File: src/rtl/uart_pkg.sv
// uart_pkg: definitions shared by the UART transmitter and receiver.
//   - state_t        : FSM state encoding (IDLE=0, START=1, DATA=2, STOP=3, PARITY=4)
//   - clogb2()       : ceil(log2(n)) with a minimum of 1, for counter widths
//   - DEF_CLK_FREQ   : default system clock frequency in Hz
//   - DEF_DATAWIDTH  : default data bits per frame (tx and rx must agree)
//   - DEF_BAUDRATE   : default line rate in bit/s (tx and rx must agree)
package uart_pkg;

    localparam int DEF_CLK_FREQ  = 50000000;
    localparam int DEF_DATAWIDTH = 5;
    localparam int DEF_BAUDRATE  = 9600;

    typedef enum logic [2:0] {
        IDLE   = 3'd0,
        START  = 3'd1,
        DATA   = 3'd2,
        STOP   = 3'd3,
        PARITY = 3'd4
    } state_t;

    // Bits needed to hold the values 0..value-1; never returns less than 1.
    function automatic int clogb2(input int value);
        int r;
        int v;
        r = 0;
        v = value - 1;
        for (int i = 0; i < 32; i++) begin
            if (v > 0) begin
                r = r + 1;
                v = v >> 1;
            end
        end
        return (r < 1) ? 1 : r;
    endfunction

endpackage

File: src/rtl/uart_baud_cnt.sv
// uart_baud_cnt: bit-period counter shared by the UART transmitter and receiver.
// Ports:
//   clk   in   system clock, rising edge
//   rst_n in   asynchronous, active-low reset
//   en    in   count while high; the counter is held at 0 while low
//   clr   in   synchronous clear to 0 (has priority over en)
//   cnt   out  current count, 0..BIT_CYCLES-1
//   tick  out  high during the cycle in which cnt == BIT_CYCLES-1
module uart_baud_cnt
    import uart_pkg::*;
#(
    parameter int BIT_CYCLES = 10
) (
    input  logic                          clk,
    input  logic                          rst_n,
    input  logic                          en,
    input  logic                          clr,
    output logic [clogb2(BIT_CYCLES)-1:0] cnt,
    output logic                          tick
);

    localparam int CW = clogb2(BIT_CYCLES);

    always_ff @(posedge clk or negedge rst_n) begin
        if (!rst_n) begin
            cnt <= '0;
        end else if (clr) begin
            cnt <= '0;
        end else if (en) begin
            cnt <= cnt + 1'b1;
        end else begin
            cnt <= '0;
        end
    end

    assign tick = (cnt == CW'(BIT_CYCLES - 1));

endmodule

File: src/rtl/uart_tx.sv
// uart_tx: serial UART transmitter.
// Frame: 1 start bit (0), DATAWIDTH data bits LSB first, [even parity bit], 1 stop bit (1).
// Each bit lasts BIT_CYCLES = CLK_FREQ/BAUDRATE clocks (must be >= 2).
// Optional build macro: UART_TX_PARITY_EN inserts an even-parity bit between
// the last data bit and the stop bit.
// Ports:
//   clk      in   system clock, rising edge
//   rst_n    in   asynchronous, active-low reset
//   in_data  in   word to transmit
//   in_valid in   in_data is valid
//   in_ready out  block can accept a word (high only in IDLE)
//   tx       out  serial line, idles high, registered
//   busy     out  frame in progress
//   tx_done  out  one-cycle pulse after the stop bit completes
// Handshake: a word is transferred on a rising clk edge where in_valid and
// in_ready are both high. in_valid while in_ready is low is ignored; the
// producer must hold in_data until it is accepted. There is no queueing.
module uart_tx
    import uart_pkg::*;
#(
    parameter int DATAWIDTH = DEF_DATAWIDTH,
    parameter int BAUDRATE  = DEF_BAUDRATE,
    parameter int CLK_FREQ  = DEF_CLK_FREQ
) (
    input  logic                 clk,
    input  logic                 rst_n,
    input  logic [DATAWIDTH-1:0] in_data,
    input  logic                 in_valid,
    output logic                 in_ready,
    output logic                 tx,
    output logic                 busy,
    output logic                 tx_done
);

    localparam int BIT_CYCLES = CLK_FREQ / BAUDRATE;
    localparam int CW         = clogb2(BIT_CYCLES);
    localparam int IW         = clogb2(DATAWIDTH + 1);

    state_t               state;
    logic [DATAWIDTH-1:0] shift;
    logic [IW-1:0]        bit_idx;
    logic [CW-1:0]        baud_cnt;
    logic                 baud_tick;
    logic                 handshake;
    logic                 baud_en;
    logic                 baud_clr;
`ifdef UART_TX_PARITY_EN
    logic                 parity_q;
`endif

    // Snapshot of the FSM for bound checkers; not consumed by the datapath.
    typedef struct packed {
        state_t        state;
        logic [CW-1:0] baud_cnt;
        logic [IW-1:0] bit_idx;
    } dbg_t;
    dbg_t dbg_unused;
    assign dbg_unused = '{state: state, baud_cnt: baud_cnt, bit_idx: bit_idx};

    assign handshake = in_valid & in_ready;
    assign baud_en   = (state != IDLE);
    // A handshake restarts the bit period so the start bit is a full period.
    assign baud_clr  = handshake | baud_tick;

    uart_baud_cnt #(
        .BIT_CYCLES(BIT_CYCLES)
    ) u_baud_cnt (
        .clk  (clk),
        .rst_n(rst_n),
        .en   (baud_en),
        .clr  (baud_clr),
        .cnt  (baud_cnt),
        .tick (baud_tick)
    );

    // The next line level is registered on the same edge that changes state,
    // so tx never passes through combinational logic.
    always_ff @(posedge clk or negedge rst_n) begin
        if (!rst_n) begin
            state    <= IDLE;
            tx       <= 1'b1;
            busy     <= 1'b0;
            tx_done  <= 1'b0;
            in_ready <= 1'b1;
            shift    <= '0;
            bit_idx  <= '0;
`ifdef UART_TX_PARITY_EN
            parity_q <= 1'b0;
`endif
        end else begin
            tx_done <= 1'b0;
            case (state)
                IDLE: begin
                    if (handshake) begin
                        shift    <= in_data;
                        bit_idx  <= '0;
                        state    <= START;
                        busy     <= 1'b1;
                        in_ready <= 1'b0;
                        tx       <= 1'b0;
`ifdef UART_TX_PARITY_EN
                        parity_q <= ^in_data;
`endif
                    end
                end
                START: begin
                    if (baud_tick) begin
                        // shift[0] goes on the line now; the register moves on
                        // so the next data bit is always at shift[0].
                        state   <= DATA;
                        bit_idx <= '0;
                        tx      <= shift[0];
                        shift   <= shift >> 1;
                    end
                end
                DATA: begin
                    if (baud_tick) begin
                        if (bit_idx == IW'(DATAWIDTH - 1)) begin
`ifdef UART_TX_PARITY_EN
                            state <= PARITY;
                            tx    <= parity_q;
`else
                            state <= STOP;
                            tx    <= 1'b1;
`endif
                        end else begin
                            bit_idx <= bit_idx + 1'b1;
                            tx      <= shift[0];
                            shift   <= shift >> 1;
                        end
                    end
                end
`ifdef UART_TX_PARITY_EN
                PARITY: begin
                    if (baud_tick) begin
                        state <= STOP;
                        tx    <= 1'b1;
                    end
                end
`endif
                STOP: begin
                    if (baud_tick) begin
                        state    <= IDLE;
                        busy     <= 1'b0;
                        in_ready <= 1'b1;
                        tx_done  <= 1'b1;
                    end
                end
                default: begin
                    state    <= IDLE;
                    tx       <= 1'b1;
                    busy     <= 1'b0;
                    in_ready <= 1'b1;
                end
            endcase
        end
    end

endmodule

File: config.mk
export PLATFORM = sky130hd
export DESIGN_NAME = uart_tx
export DESIGN_NICKNAME = d
export VERILOG_FILES = /design/src/rtl/uart_pkg.sv /design/src/rtl/uart_baud_cnt.sv /design/src/rtl/uart_tx.sv
export SDC_FILE = /design/constraint.sdc
export NUM_CORES = 1
export LEC_CHECK = 0
export CORE_ASPECT_RATIO = 0.7
export CORE_MARGIN = 4
export CORE_UTILIZATION = 45
export DETAILED_ROUTE_END_ITERATION = 6
export DONT_BUFFER_PORTS = 1
export HOLD_SLACK_MARGIN = 0.02
export SYNTH_ARGS = -nofsm -noshare
export SYNTH_HDL_FRONTEND = slang
export SYNTH_SLANG_ARGS = --single-unit
File: constraint.sdc
create_clock -name clk -period 4.2 [get_ports clk]
set_input_delay 1.26 -clock clk [delete_from_list [all_inputs] [get_ports clk]]
set_output_delay 1.26 -clock clk [all_outputs]
set_load 0.02 [all_outputs]
# == Word level (Yosys, flattened, before mapping) ==
# Cells that the tools add are included.
# word_totals
ff_bits,28
latchBits,0
ramBits,0
mem_bits_ro,0
in_bits,8
output_inout_bits,4
memories,0
# classes
add_sub_neg,2
multipliers,0
n_div,0
n_lt_le_gt_ge,0
eq_ne,11
n_shift,0
n_mux,29
n_bitwise,4
reduce_logical,8
# op_table
operator,n
$mux W13,2
$mux W3,8
$mux W5,4
$pmux W5 S3,1
$add A13 B1 Y13 const B,1
$eq A13 B13 Y1 const B,1
$ne A2 B2 Y1 const B,6
$pmux W3 S4,1
$reduce_and A5 Y1,2
$mux W1,9
$pmux W3 S3,1
$eq A3 B2 Y1 const B,2
$pmux W1 S3,2
$reduce_bool A3 Y1,2
$pmux W1 S4,1
$reduce_and A4 Y1,1
$add A3 B1 Y3 const B,1
$eq A3 B1 Y1 const B,1
$eq A3 B3 Y1 const B,1
$logic_not A3 Y1,1
$reduce_and A3 Y1,1
$not A1 Y1,2
$reduce_or A2 Y1,1
$and A1 B1 Y1,1
$or A1 B1 Y1,1

# == Longest topological paths before layout ==
# Gate-level depths: netlist of the first run.
# depth
ltp_word,4
mapped_depth,7

# == Modules after synthesis ==
# From an unflattened synthesis of the first run, not the netlist that was laid out.
# unflattened
cells_unflattened,136
hier_area_um2,1512.7
# by_module_without_submodules
module,n_inst,cells_per_inst,area_per_inst_um2,seq_area_each_um2
uart_tx,1,72,858.3,352.8
uart_baud_cnt,1,64,654.4,325.3

# == Least setup slack after synthesis of the first run ==
# OpenSTA, ideal clock, no wires.
# synth_timing
kind,input to register
from,input port in_valid
to,register shift[0]
setup_time_ps,125
arrival_ps,2242
path_slack_ps,1833
cell_stages,4
path_buffers,0
path_cell_list,a21boi_0 nand2b_1 a21oi_2 mux2_2
# synth_between
elab_chain_len,3
# synth_rtl
element,line_no,text
"start, declared",uart_tx.sv:28,"input logic in_valid,"
$and A1 B1 Y1,uart_tx.sv:60,assign handshake = in_valid & in_ready;
$ne A2 B2 Y1 (no line),--,
$reduce_and A5 Y1 (no line),--,
"end signal, assigned",uart_tx.sv:95,shift <= in_data;
"end signal, assigned",uart_tx.sv:113,shift <= shift >> 1;
"end signal, assigned",uart_tx.sv:129,shift <= shift >> 1;
"end, declared",uart_tx.sv:40,logic [DATAWIDTH-1:0] shift;
# Every way passes these cells.
# A chain may end at the register's enable or synchronous reset.

# == Final worst setup path of the first run ==
# layout_timing
from,input port in_valid
to,register shift[4]
# Same word-level chain as after synthesis.

==> results of run 1 <==
-- power breakdown --
| part | internal [uW] | switching [uW] | leakage (uW) |
|---|---|---|---|
| Clock | 67.4 | 85.0 | 0.0000217 |
| Combinational | 4.04 | 5.43 | 0.000285 |
| Sequential | 262 | 3.09 | 0.000352 |
| Total | 334 | 93.6 | 0.000659 |
-- cell type report --
type | instances | share of cell area [%]
multi-input cells | 105 | 50.0
inverters | 7 | 1.64
flip-flops and latches | 27 | 42.3
clock buffers | 3 | 2.58
clock inverters | 1 | 0.469
well taps | 38 | 2.97
-- layer usage --
layer  vias up  wire, microns  track usage, %
li1        519              -               -
met2        18           1290            20.5
met4         0             18            2.28
met5         -              0               0
met3         2            121            4.01
met1       517           1570            22.8
-- metrics by stage --
step                      instances  area (sq um)
final                           181          1600
after global routing            181          1600
after CTS                       181          1600
after detailed placement        177          1550
after global placement          177          1550
after floorplan                 143          1520
-- final timing paths --
path                              startpoint                 to
setup reg to reg           u_baud_cnt.cnt[0]           shift[4]
hold / removal             u_baud_cnt.cnt[0]  u_baud_cnt.cnt[0]
hold reg to reg            u_baud_cnt.cnt[0]  u_baud_cnt.cnt[0]
setup / recovery                    in_valid           shift[4]
min in group asynchronous              rst_n  u_baud_cnt.cnt[6]
max in group asynchronous              rst_n                 tx
-- worst reg2reg max path, cell delays in order, from the launching register on --
cell,delay [ns]
dfrtp_1,0.40
ha_1,0.28
nor4b_4,0.33
nand3_2,0.27
a21oi_2,0.40
mux2_2,0.39
-- sequential cells by signal (all words and copies together), names as in the netlist --
signal          count
bit_idx             3
busy                1
in_ready            1
shift               5
state               2
tx                  1
tx_done             1
u_baud_cnt.cnt     13
-- cells in the final DEF, fill, tap and decap left out, types with 2 or more instances in the layout --
cell type  instances
o21ai_0            7
xnor2_1            5
nand2_1           10
nor2_1             9
a31oi_1            2
dfrtp_1           25
nor4_1             3
mux2_2            10
ha_1               8
a211oi_1           2
nor4b_4            2
or3_2              2
or3_1              3
inv_1              7
nand2b_1           2
a21oi_1            6
clkbuf_8           3
nand4_1            3
or4b_1             2
nand3_1            5
xor2_1             2
dfstp_2            2
nor3_1             3
-- cell families after synthesis --
kind of cell	Yosys count
and+or+nand+nor	52
DFF	27
AOI/OAI and AO/OA	26
muxes	12
buffers and inverters	11
adders and majority gates	8
xor gates and xnor gates	7
==> impl_metrics.toml, run 1 <==
[run_status]
status = "finished clean"

[grt]
grt_pass1_vias = 1036
antenna_found_initial = 0
grt_pass1_wl_mm = 5.15
grt_use_total_pct = 14.7
overflow = 0
grt_max_degree = 28

[critical_path]
required_ns = 4.37
worstPathMaxFanout = 6
path_cells = "a21boi_0 -> nand2b_1 -> a21oi_2 -> mux2_2"
reg2reg_slack_ns = 2.02
startpoint_type = "input port"
reg2reg_depth = 5
cp_slowest_cell = "mux2_2"
critPathKind = "input port to flop"
crit_buf_inv = 0
worst_ep_arrival_time_ns = 2.45
crit_path_max_incr_delay_ns = 0.39
cp_num_cells = 4
cp_top_family = "compound AO/OA/AOI/OAI gates"
cp-end-kind = "flop"

[clock_network]
cts.sinks = 27
clkLatencyLatePin_ns = 0.27
cts_resized = 0
cts-hold-fix-buffers = 0
htree_levels = 1
cts_tree = "built"
clk_pin_slew_ns = 0.10
post-cts-setup-buffer-count = 0
clk_path_buf_depth = 2
cts_made_buffers = 3
root_buffer = "clkbuf_8"

[place]
gp_congestion = 0.747
port_buffers = 0
place_ws_ns = 1.61
post-dp-hpwl_mm = 2.20

[logic_synthesis]
ys_ff_latch = 27
yosysMostFrequentCell = "dfrtp_1"
synthTopCellsByArea = "dfrtp_1, mux2_2, ha_1"
ys_types = 44
synth_seq_area_share_pct = 44.6
synth_xor_area_share_pct = 4.03
synth_top_area_share_pct = 41.1
yosys-top-cells-count = "dfrtp_1, mux2_2, nand2_1"
yosysTopAreaCell = "dfrtp_1"
yosysWarnings = 0
ys.flop_type = "dfrtp_1"
synth.area.mux_share_pct = 8.80
synth_edf_count = 0
syn-instance-count = 143
synth_compound_area_share_pct = 11.1
synth_fa_ha_area_share_pct = 6.58
synthSimpleGateAreaFrac_pct = 22.1
synth_fp_nets = 159
avgSynthCellArea_sq_um = 10.6
async_flop_share_pct = 100
synth_top_family_by_area = "simple AND/OR/NAND/NOR gates"
synth_area_sq_mm = 0.00152

[pwr]
irDropWorstVdd_uv = 173
power_density_mw_per_mm2 = 267
p_total_uw = 427
leakagePower_uw = 0.000659

[final_layout]
drive_above_1_share_pct = 17.5
fin_nets = 160
multi_input_area_sq_um = 801
regArea_sq_um = 678
areaGrowthSynthToFinish_pct = 5.26
utilization_pct = 50.2
antenna_cells = 0
fill_cells = 302

[sta]
max_freq_ghz = 0.437
skew_ns = 0.00277
drv_slew = 0
fin_crit_sh_pct = 54.4
setup_slack_ns = 1.91
hold_slack_ns = 0.504
finalSetupViolations = 0
hold_viol = 0
period_minus_slack_ns = 2.29
slew_headroom_pct = 59.9
rsz0062_at_grt = "no"
finalSetupTns_ns = 0
tightest_slew_ns = 0.596

[floorplanning]
row_count = 17
fp.dieW_microns = 77.5
die_y_microns = 56.7
die_area_sq_mm = 0.00439
ios = 12
initial_core_util_pct = 47.7
core-area_sq_mm = 0.00319

[routing]
routed_wl_mm = 3.01
drc = 0
vias = 1056
routedWlPerCell_microns = 16.6
drt_iter0_drc = 54
vias_per_cell = 5.83
first_pass_iters = 4
drtAntennaViolNets = 0

[job]
cap_violations = 0

[min_path]
hp-class = "flop to flop"
hold_depth = 1
No activity file was read; power rests on OpenSTA's default activity.
==> run 2: changes to the inputs <==
- clock period: 4.2 -> 2 ns (I/O delays scaled with it)
==> run 2 against run 1 <==
Against the previous run: global-route usage increased by 0.58 points; sequential share of layout area decreased by 2.9 points; routed wire length decreased by 2.3%; via count increased by 3.2%; combinational power increased to 4.0 times the previous value; total power increased by 110%; first-iteration DRC count decreased by 13%; critical path depth increased by 1; critical path type is now flop to flop.
==> impl_metrics.toml, run 2 (same netlist as run 1, synthesis figures left out) <==
[clock_network]
htree_levels = 1
root_buffer = "clkbuf_8"
cts.sinks = 27
clk_pin_slew_ns = 0.10
clk_path_buf_depth = 2
cts_tree = "built"
clkLatencyLatePin_ns = 0.27
cts_made_buffers = 3

[sta]
tightest_slew_ns = 0.358
hold_viol = 0
skew_ns = 0.00326
finalSetupTns_ns = 0
hold_slack_ns = 0.126
finalSetupViolations = 0
max_freq_ghz = 0.521
drv_slew = 0
rsz0062_at_grt = "no"
period_minus_slack_ns = 1.92
fin_crit_sh_pct = 96.0
slew_headroom_pct = 75.9

[grt]
grt_use_total_pct = 15.3
antenna_found_initial = 0
grt_max_degree = 26
grt.busiest_layer = "met1"
met2_usage_pct = 21.4
grt_use_met1_pct = 23.3
grt_util_met3_pct = 4.01
overflow = 0
grt_pass1_wl_mm = 5.26
grt_pass1_vias = 1089

[floorplanning]
ios = 12
initial_core_util_pct = 47.7
die_area_sq_mm = 0.00439
row_count = 17
fp.dieW_microns = 77.5
die_y_microns = 56.7
core-area_sq_mm = 0.00319

[routing]
first_pass_iters = 4
drc = 0
drt_iter0_drc = 47
routedWlPerCell_microns = 15.2
drtAntennaViolNets = 0
vias = 1090
routed_wl_mm = 2.94
vias_per_cell = 5.65

[place]
gp_congestion = 0.787
post-dp-hpwl_mm = 2.21
port_buffers = 0

[final_layout]
multi_input_area_sq_um = 815
fin_nets = 172
largest-register = "u_baud_cnt.cnt"
largest_reg_flops = 13
antenna_cells = 0
largestRegisters = "u_baud_cnt.cnt (13), shift (5), bit_idx (3)"
areaGrowthSynthToFinish_pct = 12.9
fill_cells = 299
final_cell_mix = "dfrtp_1, buf_4, mux2_2"
regArea_sq_um = 678
drive_above_1_share_pct = 25.2
layout_commonest_cell = "dfrtp_1"

[critical_path]
required_ns = 2.17
worstPathMaxFanout = 6
reg2reg_slack_ns = 0.08
worst_ep_arrival_time_ns = 2.09
crit_path_max_incr_delay_ns = 0.40
rr_startpoint = "state[0]"
path_cells = "inv_1 -> ha_1 -> or3_1 -> a221o_1 -> mux2_1"
cp-end-kind = "flop"
crit_buf_inv = 1
r2r_end = "state[1]"
reg2reg_depth = 5
startpoint_type = "flop"
critPathKind = "flop to flop"
cp_slowest_cell = "dfrtp_1"
cp_top_family = "flip-flops"

[pwr]
leakagePower_uw = 0.000725
irDropWorstVdd_uv = 389
power_density_mw_per_mm2 = 531
p_total_uw = 912

[run_status]
status = "finished clean"

[job]
cap_violations = 0

[min_path]
hp-class = "input port to async pin"
run 2: area by class of cell:
type                       instances  area share (%)
multi-input combinational        105            47.4
sequential                        27            39.5
timing repair buffer              12            5.97
tap                               38            2.77
clock buffer                       3            2.40
inverter                           7            1.53
clock inverter                     1           0.437
run 2: through the flow:
step	instances	worst slack [ns]	cell area (sq um)	utilization, %
3_3_place_gp	185	0.0820	1610	50.5
3_5_place_dp	185	0.0242	1610	50.5
2_1_floorplan	143	0.0867	1520	-
6_report	193	0.0809	1720	53.8
4_1_cts	190	0.00951	1680	52.7
5_1_grt	193	0.00574	1720	53.8
run 2: timing repair:
item                                    CTS  global route
buffers inserted                          0             3
resized for setup                         0             4
hold endpoints to repair                 25             0
hold buffers                              1             0
endpoints found under the setup margin    0            21
run 2: worst reg2reg max path, delay by kind of cell, from the launching register on:
kind,cells,cell delay [ns]
multiplexers,1,0.31
adder cells (fa/ha/maj),1,0.26
buffers and inverters,1,0.09
AND/OR/NAND/NOR,1,0.38
AO/OA/AOI/OAI,1,0.36
flip-flops,1,0.40
run 2: how the worst max path moves through the flow:
stage	startpoint	end	cells past startpoint
6_report	state[0]	state[1]	5
5_1_grt	state[0]	state[1]	5
4_1_cts	state[0]	shift[1]	6
3_5_place_dp	state[0]	shift[1]	6
3_3_place_gp	state[0]	shift[1]	6
2_1_floorplan	state[0]	state[1]	6
run 2: metal layers:
metal  routed length, microns  vias to the layer above
li1                         -                      547
met1                     1620                      525
met2                     1200                       16
met3                       94                        2
met4                       17                        0
met5                        0                        -
run 2: power by group:
group | total [uW] | switching (uW) | internal, uW | leakage, uW
Clock | 319 | 177 | 142 | 0.0000217
Sequential | 556 | 5.33 | 551 | 0.000352
Combinational | 37.5 | 22.1 | 15.4 | 0.000351
Total | 912 | 204 | 707 | 0.000725
